**src/rtl/nmt_thread_scheduler_if.sv**
```systemverilog
// Bundle between the near-memory thread scheduler and its environment:
// predictor pulse, thread flags, instruction store, rank command path and host hand-off.
interface nmt_thread_scheduler_if #(
  parameter int NUM_THREADS = 4,
  parameter int PC_W        = 8
);
  localparam int TID_W = $clog2(NUM_THREADS);

  logic                   context_switch;
  logic [NUM_THREADS-1:0] thread_ready;
  logic [1:0]             instr_op;
  logic                   nmt_op_ready;
  logic                   nmt_op_done;
  logic                   host_done;

  logic                   nmt_op_valid;
  logic [1:0]             nmt_op;
  logic [PC_W-1:0]        nmt_pc;
  logic [TID_W-1:0]       nmt_tid;
  logic                   rank_release;
  logic [15:0]            switch_count;
  logic                   protocol_err;

  modport master (
    input  context_switch, thread_ready, instr_op, nmt_op_ready, nmt_op_done, host_done,
    output nmt_op_valid, nmt_op, nmt_pc, nmt_tid, rank_release, switch_count, protocol_err
  );

  modport slave (
    output context_switch, thread_ready, instr_op, nmt_op_ready, nmt_op_done, host_done,
    input  nmt_op_valid, nmt_op, nmt_pc, nmt_tid, rank_release, switch_count, protocol_err
  );
endinterface

```
**src/rtl/nmt_thread_scheduler.sv**
```systemverilog
// Near-memory thread scheduler: issues ops for the running thread, drains and saves
// its PC on a context switch, hands the rank to the host, then restores round-robin.
module nmt_thread_scheduler #(
  parameter int NUM_THREADS     = 4,
  parameter int PC_W            = 8,
  parameter int MAX_OUTSTANDING = 4
) (
  input logic                   clk,
  input logic                   rst,
  nmt_thread_scheduler_if.master bus
);
  localparam int TID_W = $clog2(NUM_THREADS);
  localparam int OUT_W = $clog2(MAX_OUTSTANDING + 1);

  typedef enum logic [2:0] {
    IDLE, SELECT, RESTORE, RUN, DRAIN, SAVE, HOST
  } state_e;

  state_e           state_q;
  logic [PC_W-1:0]  pc_table_q [NUM_THREADS];
  logic [PC_W-1:0]  pc_q;
  logic [TID_W-1:0] tid_q;
  logic [OUT_W-1:0] out_q, out_d;
  logic [15:0]      count_q;
  logic             err_q;
  logic             release_q;

  logic             valid;
  logic             issue;
  logic             drain_done;
  logic             pick_found;
  logic [TID_W-1:0] pick_tid;
  logic [TID_W-1:0] cand;

  // Valid must fall in the same cycle as the switch pulse, so it stays combinational.
  assign valid = (state_q == RUN) && (out_q < OUT_W'(MAX_OUTSTANDING)) &&
                 bus.thread_ready[tid_q] && !bus.context_switch;
  assign issue = valid && bus.nmt_op_ready;

  assign drain_done = (out_q == '0) || ((out_q == OUT_W'(1)) && bus.nmt_op_done);

  // Offsets are scanned from farthest to nearest so the nearest ready thread wins;
  // offset NUM_THREADS truncates to zero, making the current thread the last resort.
  always_comb begin
    // NOTE: every combinational output gets a default first so no latch is inferred.
    pick_found = 1'b0;
    pick_tid   = tid_q;
    cand       = '0;
    for (int k = NUM_THREADS; k >= 1; k--) begin
      cand = tid_q + k[TID_W-1:0];
      if (bus.thread_ready[cand]) begin
        pick_found = 1'b1;
        pick_tid   = cand;
      end
    end
  end

  always_comb begin
    out_d = out_q;
    if (issue && !bus.nmt_op_done) begin
      out_d = out_q + OUT_W'(1);
    end else if (!issue && bus.nmt_op_done && (out_q != '0)) begin
      out_d = out_q - OUT_W'(1);
    end
  end

  always_ff @(posedge clk or posedge rst) begin
    if (rst) begin
      state_q   <= IDLE;
      // NOTE: the PC table is architecturally cleared on reset, so it is a reset register
      // array rather than a RAM.
      for (int i = 0; i < NUM_THREADS; i++) pc_table_q[i] <= '0;
      pc_q      <= '0;
      tid_q     <= '0;
      out_q     <= '0;
      count_q   <= '0;
      err_q     <= 1'b0;
      release_q <= 1'b0;
    end else begin
      out_q     <= out_d;
      release_q <= 1'b0;
      if (bus.nmt_op_done && (out_q == '0)) err_q <= 1'b1;
      if (issue) pc_q <= pc_q + PC_W'(1);

      case (state_q)
        IDLE:    if (|bus.thread_ready) state_q <= SELECT;
        SELECT: begin
          if (pick_found) begin
            tid_q   <= pick_tid;
            state_q <= RESTORE;
          end else begin
            state_q <= IDLE;
          end
        end
        RESTORE: begin
          pc_q    <= pc_table_q[tid_q];
          state_q <= RUN;
        end
        RUN: begin
          if (bus.context_switch) begin
            state_q <= DRAIN;
            if (count_q != 16'hFFFF) count_q <= count_q + 16'd1;
          end else if (!bus.thread_ready[tid_q]) begin
            state_q <= SAVE;
          end
        end
        DRAIN: begin
          if (drain_done) begin
            state_q   <= SAVE;
            release_q <= 1'b1;
          end
        end
        // release_q is only ever high in SAVE when the rank was drained for the host.
        SAVE: begin
          pc_table_q[tid_q] <= pc_q;
          state_q           <= release_q ? HOST : SELECT;
        end
        HOST:    if (bus.host_done) state_q <= SELECT;
        default: state_q <= IDLE;
      endcase
    end
  end

  assign bus.nmt_op_valid = valid;
  assign bus.nmt_op       = valid ? bus.instr_op : 2'b00;
  assign bus.nmt_pc       = pc_q;
  assign bus.nmt_tid      = tid_q;
  assign bus.rank_release = release_q;
  assign bus.switch_count = count_q;
  assign bus.protocol_err = err_q;
endmodule
```
**src/flat_wrapper.sv**
```systemverilog
// flat-port wrapper written by rule: the top's interface ports become plain ports
module nmt_thread_scheduler_flat 
#(
  parameter int NUM_THREADS     = 4,
  parameter int PC_W            = 8,
  parameter int MAX_OUTSTANDING = 4
)
  (clk, rst, bus_context_switch, bus_thread_ready, bus_instr_op, bus_nmt_op_ready, bus_nmt_op_done, bus_host_done, bus_nmt_op_valid, bus_nmt_op, bus_nmt_pc, bus_nmt_tid, bus_rank_release, bus_switch_count, bus_protocol_err);
  nmt_thread_scheduler_if #(.NUM_THREADS(NUM_THREADS), .PC_W(PC_W)) bus_i ();
  input logic clk;
  input logic rst;
  input wire logic [$bits(bus_i.context_switch)-1:0] bus_context_switch;
  input wire logic [$bits(bus_i.thread_ready)-1:0] bus_thread_ready;
  input wire logic [$bits(bus_i.instr_op)-1:0] bus_instr_op;
  input wire logic [$bits(bus_i.nmt_op_ready)-1:0] bus_nmt_op_ready;
  input wire logic [$bits(bus_i.nmt_op_done)-1:0] bus_nmt_op_done;
  input wire logic [$bits(bus_i.host_done)-1:0] bus_host_done;
  output wire logic [$bits(bus_i.nmt_op_valid)-1:0] bus_nmt_op_valid;
  output wire logic [$bits(bus_i.nmt_op)-1:0] bus_nmt_op;
  output wire logic [$bits(bus_i.nmt_pc)-1:0] bus_nmt_pc;
  output wire logic [$bits(bus_i.nmt_tid)-1:0] bus_nmt_tid;
  output wire logic [$bits(bus_i.rank_release)-1:0] bus_rank_release;
  output wire logic [$bits(bus_i.switch_count)-1:0] bus_switch_count;
  output wire logic [$bits(bus_i.protocol_err)-1:0] bus_protocol_err;
  assign bus_i.context_switch = bus_context_switch;
  assign bus_i.thread_ready = bus_thread_ready;
  assign bus_i.instr_op = bus_instr_op;
  assign bus_i.nmt_op_ready = bus_nmt_op_ready;
  assign bus_i.nmt_op_done = bus_nmt_op_done;
  assign bus_i.host_done = bus_host_done;
  assign bus_nmt_op_valid = bus_i.nmt_op_valid;
  assign bus_nmt_op = bus_i.nmt_op;
  assign bus_nmt_pc = bus_i.nmt_pc;
  assign bus_nmt_tid = bus_i.nmt_tid;
  assign bus_rank_release = bus_i.rank_release;
  assign bus_switch_count = bus_i.switch_count;
  assign bus_protocol_err = bus_i.protocol_err;
  nmt_thread_scheduler #(.NUM_THREADS(NUM_THREADS), .PC_W(PC_W), .MAX_OUTSTANDING(MAX_OUTSTANDING)) u_core (.clk(clk), .rst(rst), .bus(bus_i));
endmodule
```
**config.mk**
```make
export PLATFORM = sky130hd
export DESIGN_NAME = nmt_thread_scheduler_flat
export DESIGN_NICKNAME = d
export VERILOG_FILES = /design/src/rtl/nmt_thread_scheduler_if.sv /design/src/rtl/nmt_thread_scheduler.sv /design/src/flat_wrapper.sv
export SDC_FILE = /design/constraint.sdc
export NUM_CORES = 1
export LEC_CHECK = 0
export CORE_MARGIN = 1.5
export CORE_UTILIZATION = 45
export CTS_CLUSTER_DIAMETER = 60
export CTS_CLUSTER_SIZE = 12
export DETAILED_ROUTE_END_ITERATION = 12
export PLACE_DENSITY = 0.67
export SLEW_MARGIN = 40
export SYNTH_ARGS = -nofsm -noshare
export SYNTH_HDL_FRONTEND = slang
export SYNTH_SLANG_ARGS = --single-unit
```
**constraint.sdc**
```tcl
create_clock -name clk -period 5.68 [get_ports clk]
set_input_delay 0.852 -clock clk [delete_from_list [all_inputs] [get_ports clk]]
set_output_delay 0.852 -clock clk [all_outputs]
set_load 0.005 [all_outputs]
```
**Word-level counts from Yosys, hierarchy flattened**

Cells that the tools add are included.

- Memories: 0
- Bits in read-only memories: 0
- RAM bits: 0
- Latch bits: 0
- Input port bits: 12
- Register bits: 66
- Logic and storage cells: 98

- Mux-type cells: 36
- Divide/modulo/power cells: 0
- Bitwise operators: 1
- Reductions and logical operators: 24
- $lt $le $gt $ge: 7
- Equal/unequal tests: 12
- Shift-type cells: 0
- Multipliers: 0
- Add/sub/neg operators: 7

Operator list:

| kind | number |
|---|---|
| $mux 8 | 5 |
| $bwmux 32 | 1 |
| $mux 3 | 8 |
| $pmux 3 s7 | 1 |
| $add 16x1->16 const B | 1 |
| $bmux 8 s2 | 1 |
| $demux 8 s2 | 1 |
| $ne 16x16->1 const B | 1 |
| $lt 2x3->1 const B | 4 |
| $logic_and 1x1->1 | 10 |
| $mux 1 | 10 |
| $mux 2 | 5 |
| $eq 3x3->1 const B | 3 |
| $add 8x1->8 const B | 1 |
| $bmux 1 s2 | 4 |
| $eq 3x1->1 const B | 2 |
| $eq 3x2->1 const B | 2 |
| $logic_not 3->1 | 2 |
| $reduce_and 3->1 | 2 |
| $reduce_bool 3->1 | 2 |
| $add 2x2->2 const B | 2 |
| $ne 2x1->1 const B | 2 |
| $reduce_and 4->1 | 1 |
| $reduce_bool 2->1 | 2 |
| other kinds (12) | 14 |

**Longest topological paths before layout**

Gate-level depths: netlist of the first run.

- Depth after elaboration: 10
- Mapped depth: 7
- Gate-level depth less buffers: 6

**Least setup slack after synthesis of the first run**

Ideal clock, no wire load.

- Path kind: in2out
- From: input bus_thread_ready[3]
- To: output bus_nmt_op[0]
- Stages on the path: 3
- Setup slack: 3.105 ns
- Required time: 4.828 ns
- Arrival: 1.723 ns
- Buffers on the path: 0
- Path through: mux4_2 -> nor2b_1 -> and3_1

- Longest elaborated chain between the ends: 5

Ends and longest elaborated chain:

| what | line | text |
|---|---|---|
| start, declared | flat_wrapper.sv:13 | `input wire logic [$bits(bus_i.thread_ready)-1:0] bus_thread_ready;` |
| $bmux 1 s2 | nmt_thread_scheduler.sv:37 | `bus.thread_ready[tid_q] && !bus.context_switch;` |
| $mux 1 (implied by the code) | nmt_thread_scheduler.sv:37 |  |
| $logic_and 1x1->1 | nmt_thread_scheduler.sv:36 | `assign valid = (state_q == RUN) && (out_q < OUT_W'(MAX_OUTSTANDING)) &&` |
| $logic_and 1x1->1 | nmt_thread_scheduler.sv:37 |  |
| $mux 2 | nmt_thread_scheduler.sv:125 | `assign bus.nmt_op = valid ? bus.instr_op : 2'b00;` |
| end, declared | flat_wrapper.sv:19 | `output wire logic [$bits(bus_i.nmt_op)-1:0] bus_nmt_op;` |

Every way passes these cells. The select of a mux whose other input is x is not followed.

**Final worst setup path of the first run**

- From: input bus_thread_ready[0]
- To: output bus_nmt_op[0]

Same word-level chain as after synthesis.

==> run summary, run 1 <==
GR Overflow Total: 0
Final WL: 7200 µm
Seq cells post-synth: 66
Die Wd: 91.1 µm
Synth warn: 0
Average cell area after synthesis: 12.1 µm²
Cell Area, Synth: 3490 µm²
CTS sink cnt: 66
Longest Clk Path Bufs: 2
Largest family of logic cells by synthesized area: multiplexers
Hold bufs inserted after CTS: 0
Clock power frac: 18.4%
Hold slack final: 0.479 ns
Ports: 43
Slew @ Worst Pin: 0.718 ns
First-pass GRT wire length: 12400 µm
Port Buf Inserts: 42
Hold Crit Start: u_core.bus.protocol_err
Multiplexer share of the synthesized area: 21.3%
Area Overhead vs Synth: 20.0%
Critical path class: in -> out
MaxCap Viol Count: 0
Critical Path Start Type: primary input
Initial DRC Count: 103
Fillcell total: 643
WHS Path Cells: 1
Detail Placement HPWL: 4990 µm
Delay-heaviest family, CP: buffers and inverters
Setup repair bufs after CTS: 0
Finished Cell Area: 4190 µm²
Internal: 1220 µW
Clock Latency Late Sink: 0.34 ns
Total CTS buffers: 9
Vias in the first global route: 2418
Post-DP Area: 4030 µm²
Final std cells w/o fill: 440
Rel. slew slack: 52.1%
Critical path's most frequent cell: clkdlybuf4s50_1
# rows: 31
Clock transition at the registers of the reported paths: 0.07 ns
Critical Path AT: 2.79 ns
Largest net degree at the start of global routing: 41
Starting Density: 47.4%
Xor/xnor share of the synthesized area: 4.01%
Complex-gate fraction of the synthesized area: 8.35%
Max-slew violation count: 0
FF/Latch Area: 1650 µm²
Final count of hold timing violations: 0
Clock root buffer: clkbuf_8
Power Dens Cells: 445 nW/µm²
Post-synth EDFFs: 0
Routability Congestion: 0.792
Post_cts resized: 0
Yosys top cell area share: 47.3%
Worst path required time: 4.83 ns
Post-synth ARST share: 100%
DR vias/cell: 5.74
Routed Antenna Nets: 0
Most frequent cells in the layout: dfrtp_1, clkdlybuf4s50_1, mux2_2
Commonest non-fill, non-tap cell in the layout: dfrtp_1
# H-tree levels: 3
Die Span Y: 91.1 µm
Post-synthesis sequential area ratio: 47.3%
N_diodes: 0
Initial antenna violation count: 0
Layout cells sized above 1: 18.5%
Setup TNS Final: 0 ns
Outcome: completed
Area leader, netlist: dfrtp_1
R2R Path Start: u_core.bus.nmt_tid[1]
RSZ-0062 raised after global routing: no
CP max-delay cell: clkdlybuf4s50_1
# placed instances: 424
Crit path time final: 3.65 ns
Peak supply drop: 216 µV
Maximum fanout along the worst path: 8
Psw: 646 µW
Setup violators final: 0
Adder-Cell Fraction of Synth Area: 3.58%
Reg-to-Reg End: u_core.bus.nmt_pc[7]
DR WL/cell: 16.4 µm
Pre-antenna DRT Iters: 4
Top area cells in the synthesized netlist: dfrtp_1, mux2_2, mux4_2, mux4_1, ha_1
Setup crit end kind: primary output
Final Net Count: 358
Top_reg_cell synth: dfrtp_1
Hold Crit Class: reg -> reg
Hold EP: u_core.bus.protocol_err
GRT Resource Usage Total: 19.1%
Synth cell types: 49
DR vias: 2527
Leak pwr: 0.00180 µW
Multi-input gate area: 1760 µm²
Synthesized Nets: 311
Synth Area in Simple Gates: 13.0%
Final period util: 64.2%
CTS tree: done
# DRC: 0
Switching share of power: 34.7%
Reg power frac: 45.5%
Flop2flop setup slack: 3.37 ns
Worst clock skew: 0.00713 ns
Crit path cell chain: clkdlybuf4s50_1, mux4_2, nor2b_1, and3_1, clkdlybuf4s50_1
Combinational share of power: 36.1%
Max incr delay on CP: 0.60 ns
Die footprint: 8300 µm²
Reg2Reg Depth: 4
Maximum clock rate: 274 MHz
Core area: 7370 µm²
Synthesized instance count: 289
Buf/Inv on CP: 2
Total chip power: 1860 µW
==> flip-flops by register name, summed over array words and instances, names as in the netlist <==
register,cells
u_core.bus.protocol_err,1
u_core.out_q,3
u_core.bus.switch_count,16
u_core.bus.nmt_tid,2
u_core.state_q,3
u_core.bus.rank_release,1
u_core.pc_table_q,32
u_core.bus.nmt_pc,8
==> metal layers <==
layer  GRT usage [%]  vias to the layer above  wire length, µm
met5               0                        -                0
met4            8.98                        0              170
met2            29.3                       59             3300
met1            26.0                     1262             3460
met3            3.69                       14              269
li1                -                     1192                -
==> cell usage after synthesis, types with 2 or more instances <==
master / number
a21oi_1: 4
a222oi_1: 2
a31oi_1: 5
and2_1: 4
and3_1: 9
and4_1: 5
buf_2: 3
clkbuf_1: 2
dfrtp_1: 66
ha_1: 10
inv_1: 10
mux2_1: 2
mux2_2: 35
mux2i_1: 6
mux4_1: 5
mux4_2: 6
nand2_1: 19
nand2b_1: 2
nand3_1: 9
nand4_1: 7
nor2_1: 9
nor2b_1: 2
nor3_1: 3
nor4b_1: 2
o211ai_1: 8
o21ai_0: 14
or3_1: 2
or4_1: 3
xnor2_1: 13
xor2_1: 3
==> logic make-up after synthesis <==
logic type | count (synthesis)
compound gates | 44
xor+xnor | 16
fa+ha+maj | 10
buf+inv | 19
flops | 66
mux | 54
simple gates | 80
==> cell type report <==
type / instances / area share (%)
Multi-Input combinational cell: 204 / 42.0
Inverter: 11 / 0.986
Clock inverter: 3 / 0.358
Clock buffer: 13 / 3.55
Sequential cell: 66 / 39.5
Tap cell: 99 / 2.96
Timing Repair Buffer: 44 / 10.7
==> power groups by stage <==
stage | Combinational (µW) | Clock (µW) | Sequential [µW]
floorplan | 543 | 0 | 753
global placement | 658 | 0 | 844
detailed placement | 678 | 0 | 857
CTS | 681 | 348 | 851
global route | 748 | 370 | 884
finish | 672 | 342 | 848
==> through the flow <==
step | utilization [%] | worst slack [ns]
2_1_floorplan | - | 3.11
3_3_place_gp | 54.3 | 2.06
3_5_place_dp | 54.6 | 2.02
4_1_cts | 56.8 | 2.02
5_1_grt | 56.8 | 1.89
6_report | 56.8 | 2.03
==> worst max-delay path by stage <==
stage                     slack, ns  depth (start not counted)            end                start
final                          2.03                          5  bus_nmt_op[0]  bus_thread_ready[0]
after global routing           1.89                          5  bus_nmt_op[0]  bus_thread_ready[2]
after CTS                      2.02                          5  bus_nmt_op[0]  bus_thread_ready[0]
after detailed placement       2.02                          5  bus_nmt_op[0]  bus_thread_ready[0]
after global placement         2.06                          5  bus_nmt_op[0]  bus_thread_ready[0]
after floorplan                3.11                          3  bus_nmt_op[0]  bus_thread_ready[3]
(Power assumes the default switching activity.)
==> run 2: changes to the inputs <==
--- a/config.mk
+++ b/config.mk
@@ -10,7 +10,7 @@
 export CTS_CLUSTER_DIAMETER = 60
 export CTS_CLUSTER_SIZE = 12
 export DETAILED_ROUTE_END_ITERATION = 12
-export PLACE_DENSITY = 0.67
+export PLACE_DENSITY = 0.69
 export SLEW_MARGIN = 40
 export SYNTH_ARGS = -nofsm -noshare
 export SYNTH_HDL_FRONTEND = slang
==> constraint.sdc (replaced) <==
create_clock -name clk -period 2.99 [get_ports clk]
set_input_delay 0.4485 -clock clk [delete_from_list [all_inputs] [get_ports clk]]
set_output_delay 0.4485 -clock clk [all_outputs]
set_load 0.005 [all_outputs]
==> run 2 against run 1 <==
Net effect: global-route usage is 0.10 points higher; wire length is 0.33% higher; cell area is 3.3% higher; total power is 110% higher; worst hold slack better by 0.0027 ns; flip-flop and latch count stayed put; largest cell class unchanged; first-iteration DRC count is 49% higher; via count is 0.12% higher; non-clock buffer count is 6 higher; critical path depth stayed put.
==> run summary, run 2 (synthesis gave the netlist of run 1 again) <==
Most frequent cells in the layout: dfrtp_1, clkdlybuf4s50_1, mux2_2
Routed Antenna Nets: 0 (unchanged)
Delay-heaviest family, CP: buffers and inverters
Maximum fanout along the worst path: 5 (-3)
Die Span Y: 91.1 µm (unchanged)
Ports: 43 (unchanged)
Hold Crit Class: reg -> reg
Clock Latency Late Sink: 0.34 ns (about the same)
Outcome: completed
Power Dens Cells: 905 nW/µm² (+100%)
Hold bufs inserted after CTS: 0 (unchanged)
CP startpoint: bus_thread_ready[3]
DR vias/cell: 5.67 (-1.2%)
Initial antenna violation count: 0 (unchanged)
# H-tree levels: 3 (unchanged)
Max incr delay on CP: 0.49 ns (-0.11 ns)
CP max-delay cell: clkdlybuf4s50_1
# rows: 31 (unchanged)
GR Overflow Total: 0 (unchanged)
Die footprint: 8300 µm² (unchanged)
Crit path time final: 2.73 ns
First-pass GRT wire length: 12500 µm (+1.1%)
Final period util: 91.4%
Core area: 7370 µm² (unchanged)
Buf/Inv on CP: 2 (unchanged)
Pre-antenna DRT Iters: 5 (+1)
Routability Congestion: 0.765 (-3.4%)
Post-DP Area: 4060 µm² (+0.96%)
Final WL: 7230 µm (+0.33%)
DR vias: 2530 (+0.12%)
CTS tree: done
Worst path required time: 2.54 ns (-2.29 ns)
MaxCap Viol Count: 0 (unchanged)
Detail Placement HPWL: 4900 µm (-1.8%)
Peak supply drop: 392 µV (+81%)
Multi-input gate area: 1750 µm² (-0.28%)
Clock transition at the registers of the reported paths: 0.07 ns (about the same)
Worst clock skew: 0.00923 ns (+0.00210 ns)
Crit path cell chain: clkdlybuf4s50_1, mux4_2, nor2b_1, and3_1, clkdlybuf4s50_1
Commonest non-fill, non-tap cell in the layout: dfrtp_1
Worst setup path end: bus_nmt_op[1]
Setup repair bufs after CTS: 0 (unchanged)
Critical Path AT: 2.28 ns (-0.51 ns)
CTS sink cnt: 66 (unchanged)
Largest net degree at the start of global routing: 67 (+63%)
Vias in the first global route: 2529 (+4.6%)
DR WL/cell: 16.2 µm (-1.0%)
Leak pwr: 0.00188 µW (+4.0%)
Number of flip-flops in the largest register: 32 (unchanged)
Starting Density: 47.4% (unchanged)
Fillcell total: 615 (-4.4%)
Maximum clock rate: 366 MHz
Initial DRC Count: 153 (+49%)
GRT Resource Usage Total: 19.2% (+0.10 points)
N_diodes: 0 (unchanged)
Rel. slew slack: 68.1% (+16 points)
R2R Path Start: u_core.bus.nmt_tid[0]
Finished Cell Area: 4330 µm² (+3.3%)
Critical path class: in -> out
Final Net Count: 364 (+1.7%)
Met3 Use GR: 3.69% (unchanged)
Max-slew violation count: 0 (unchanged)
Flop2flop setup slack: 0.86 ns (-2.51 ns)
Longest Clk Path Bufs: 2 (unchanged)
Reg-to-Reg End: u_core.bus.nmt_tid[0]
RSZ-0062 raised after global routing: no
Reg2Reg Depth: 6 (+2)
Setup crit end kind: primary output
Crit path depth: 5 (unchanged)
Final count of hold timing violations: 0 (unchanged)
Setup TNS Final: 0 ns (unchanged)
Clock root buffer: clkbuf_8
Layout cells sized above 1: 19.9% (+1.4 points)
Critical Path Start Type: primary input
FF/Latch Area: 1650 µm² (about the same)
Die Wd: 91.1 µm (unchanged)
Slew @ Worst Pin: 0.477 ns (-0.241 ns)
M1 GR Usage: 25.8% (-0.23 points)
Area Overhead vs Synth: 24.0%
# DRC: 0 (unchanged)
Met2 Resource Use GR: 30.0% (+0.75 points)
Port Buf Inserts: 42 (unchanged)
Top reg by flops: u_core.pc_table_q
Critical path's most frequent cell: clkdlybuf4s50_1
Layer with the highest usage: met2
Setup violators final: 0 (unchanged)
Post_cts resized: 0 (unchanged)
Total CTS buffers: 9 (unchanged)
## run 2: changes by cell type in the layout (fill, tap and decap cells not counted), sizes merged
cell / change
buf: +6
bufinv: +4
clkbuf: -3
clkinv: -2
inv: +1
## run 2: final cells by class
cell class,instances,share of cell area (%)
clock buffers,10,2.95
inverters,11,0.954
clock inverters,6,3.18
multi-input cells,204,40.5
well taps,99,2.86
repair buffers,50,11.4
flip-flops and latches,66,38.2
## run 2: worst min-delay path by stage
stage                                        from                 endpoint  slack (ns)  cells past startpoint
after floorplan             u_core.pc_table_q[23]    u_core.pc_table_q[23]        0.46                      1
after global placement    u_core.bus.protocol_err  u_core.bus.protocol_err        0.46                      1
after detailed placement  u_core.bus.protocol_err  u_core.bus.protocol_err        0.47                      1
after CTS                 u_core.bus.protocol_err  u_core.bus.protocol_err        0.49                      1
after global routing                          rst    u_core.pc_table_q[13]        0.51                      3
final                     u_core.bus.protocol_err  u_core.bus.protocol_err        0.48                      1
## run 2: where the power goes
part / internal (µW) / total [µW] / switching [µW]
registers: 1210 / 1510 / 302
clock network: 643 / 1000 / 357
logic: 802 / 1410 / 605
total: 2660 / 3920 / 1260
## run 2: per-stage QoR
step | total power (µW) | utilization, % | cells | setup slack, ns | hold WS, ns
floorplan | 2460 | - | 289 | 0.782 | 0.456
global placement | 2880 | 55.1 | 430 | 0.286 | 0.459
detailed placement | 2940 | 55.1 | 430 | 0.257 | 0.473
CTS | 3950 | 58.7 | 446 | 0.257 | 0.490
global route | 4200 | 58.7 | 446 | 0.168 | 0.506
finish | 3920 | 58.7 | 446 | 0.257 | 0.481
## run 2: routing by layer
| layer | share of wire (%) | wire [µm] |
|---|---|---|
| met4 | 2.2 | 156 |
| met3 | 3.8 | 274 |
| met2 | 47 | 3400 |
| met1 | 47 | 3400 |
| met5 | 0 | 0 |
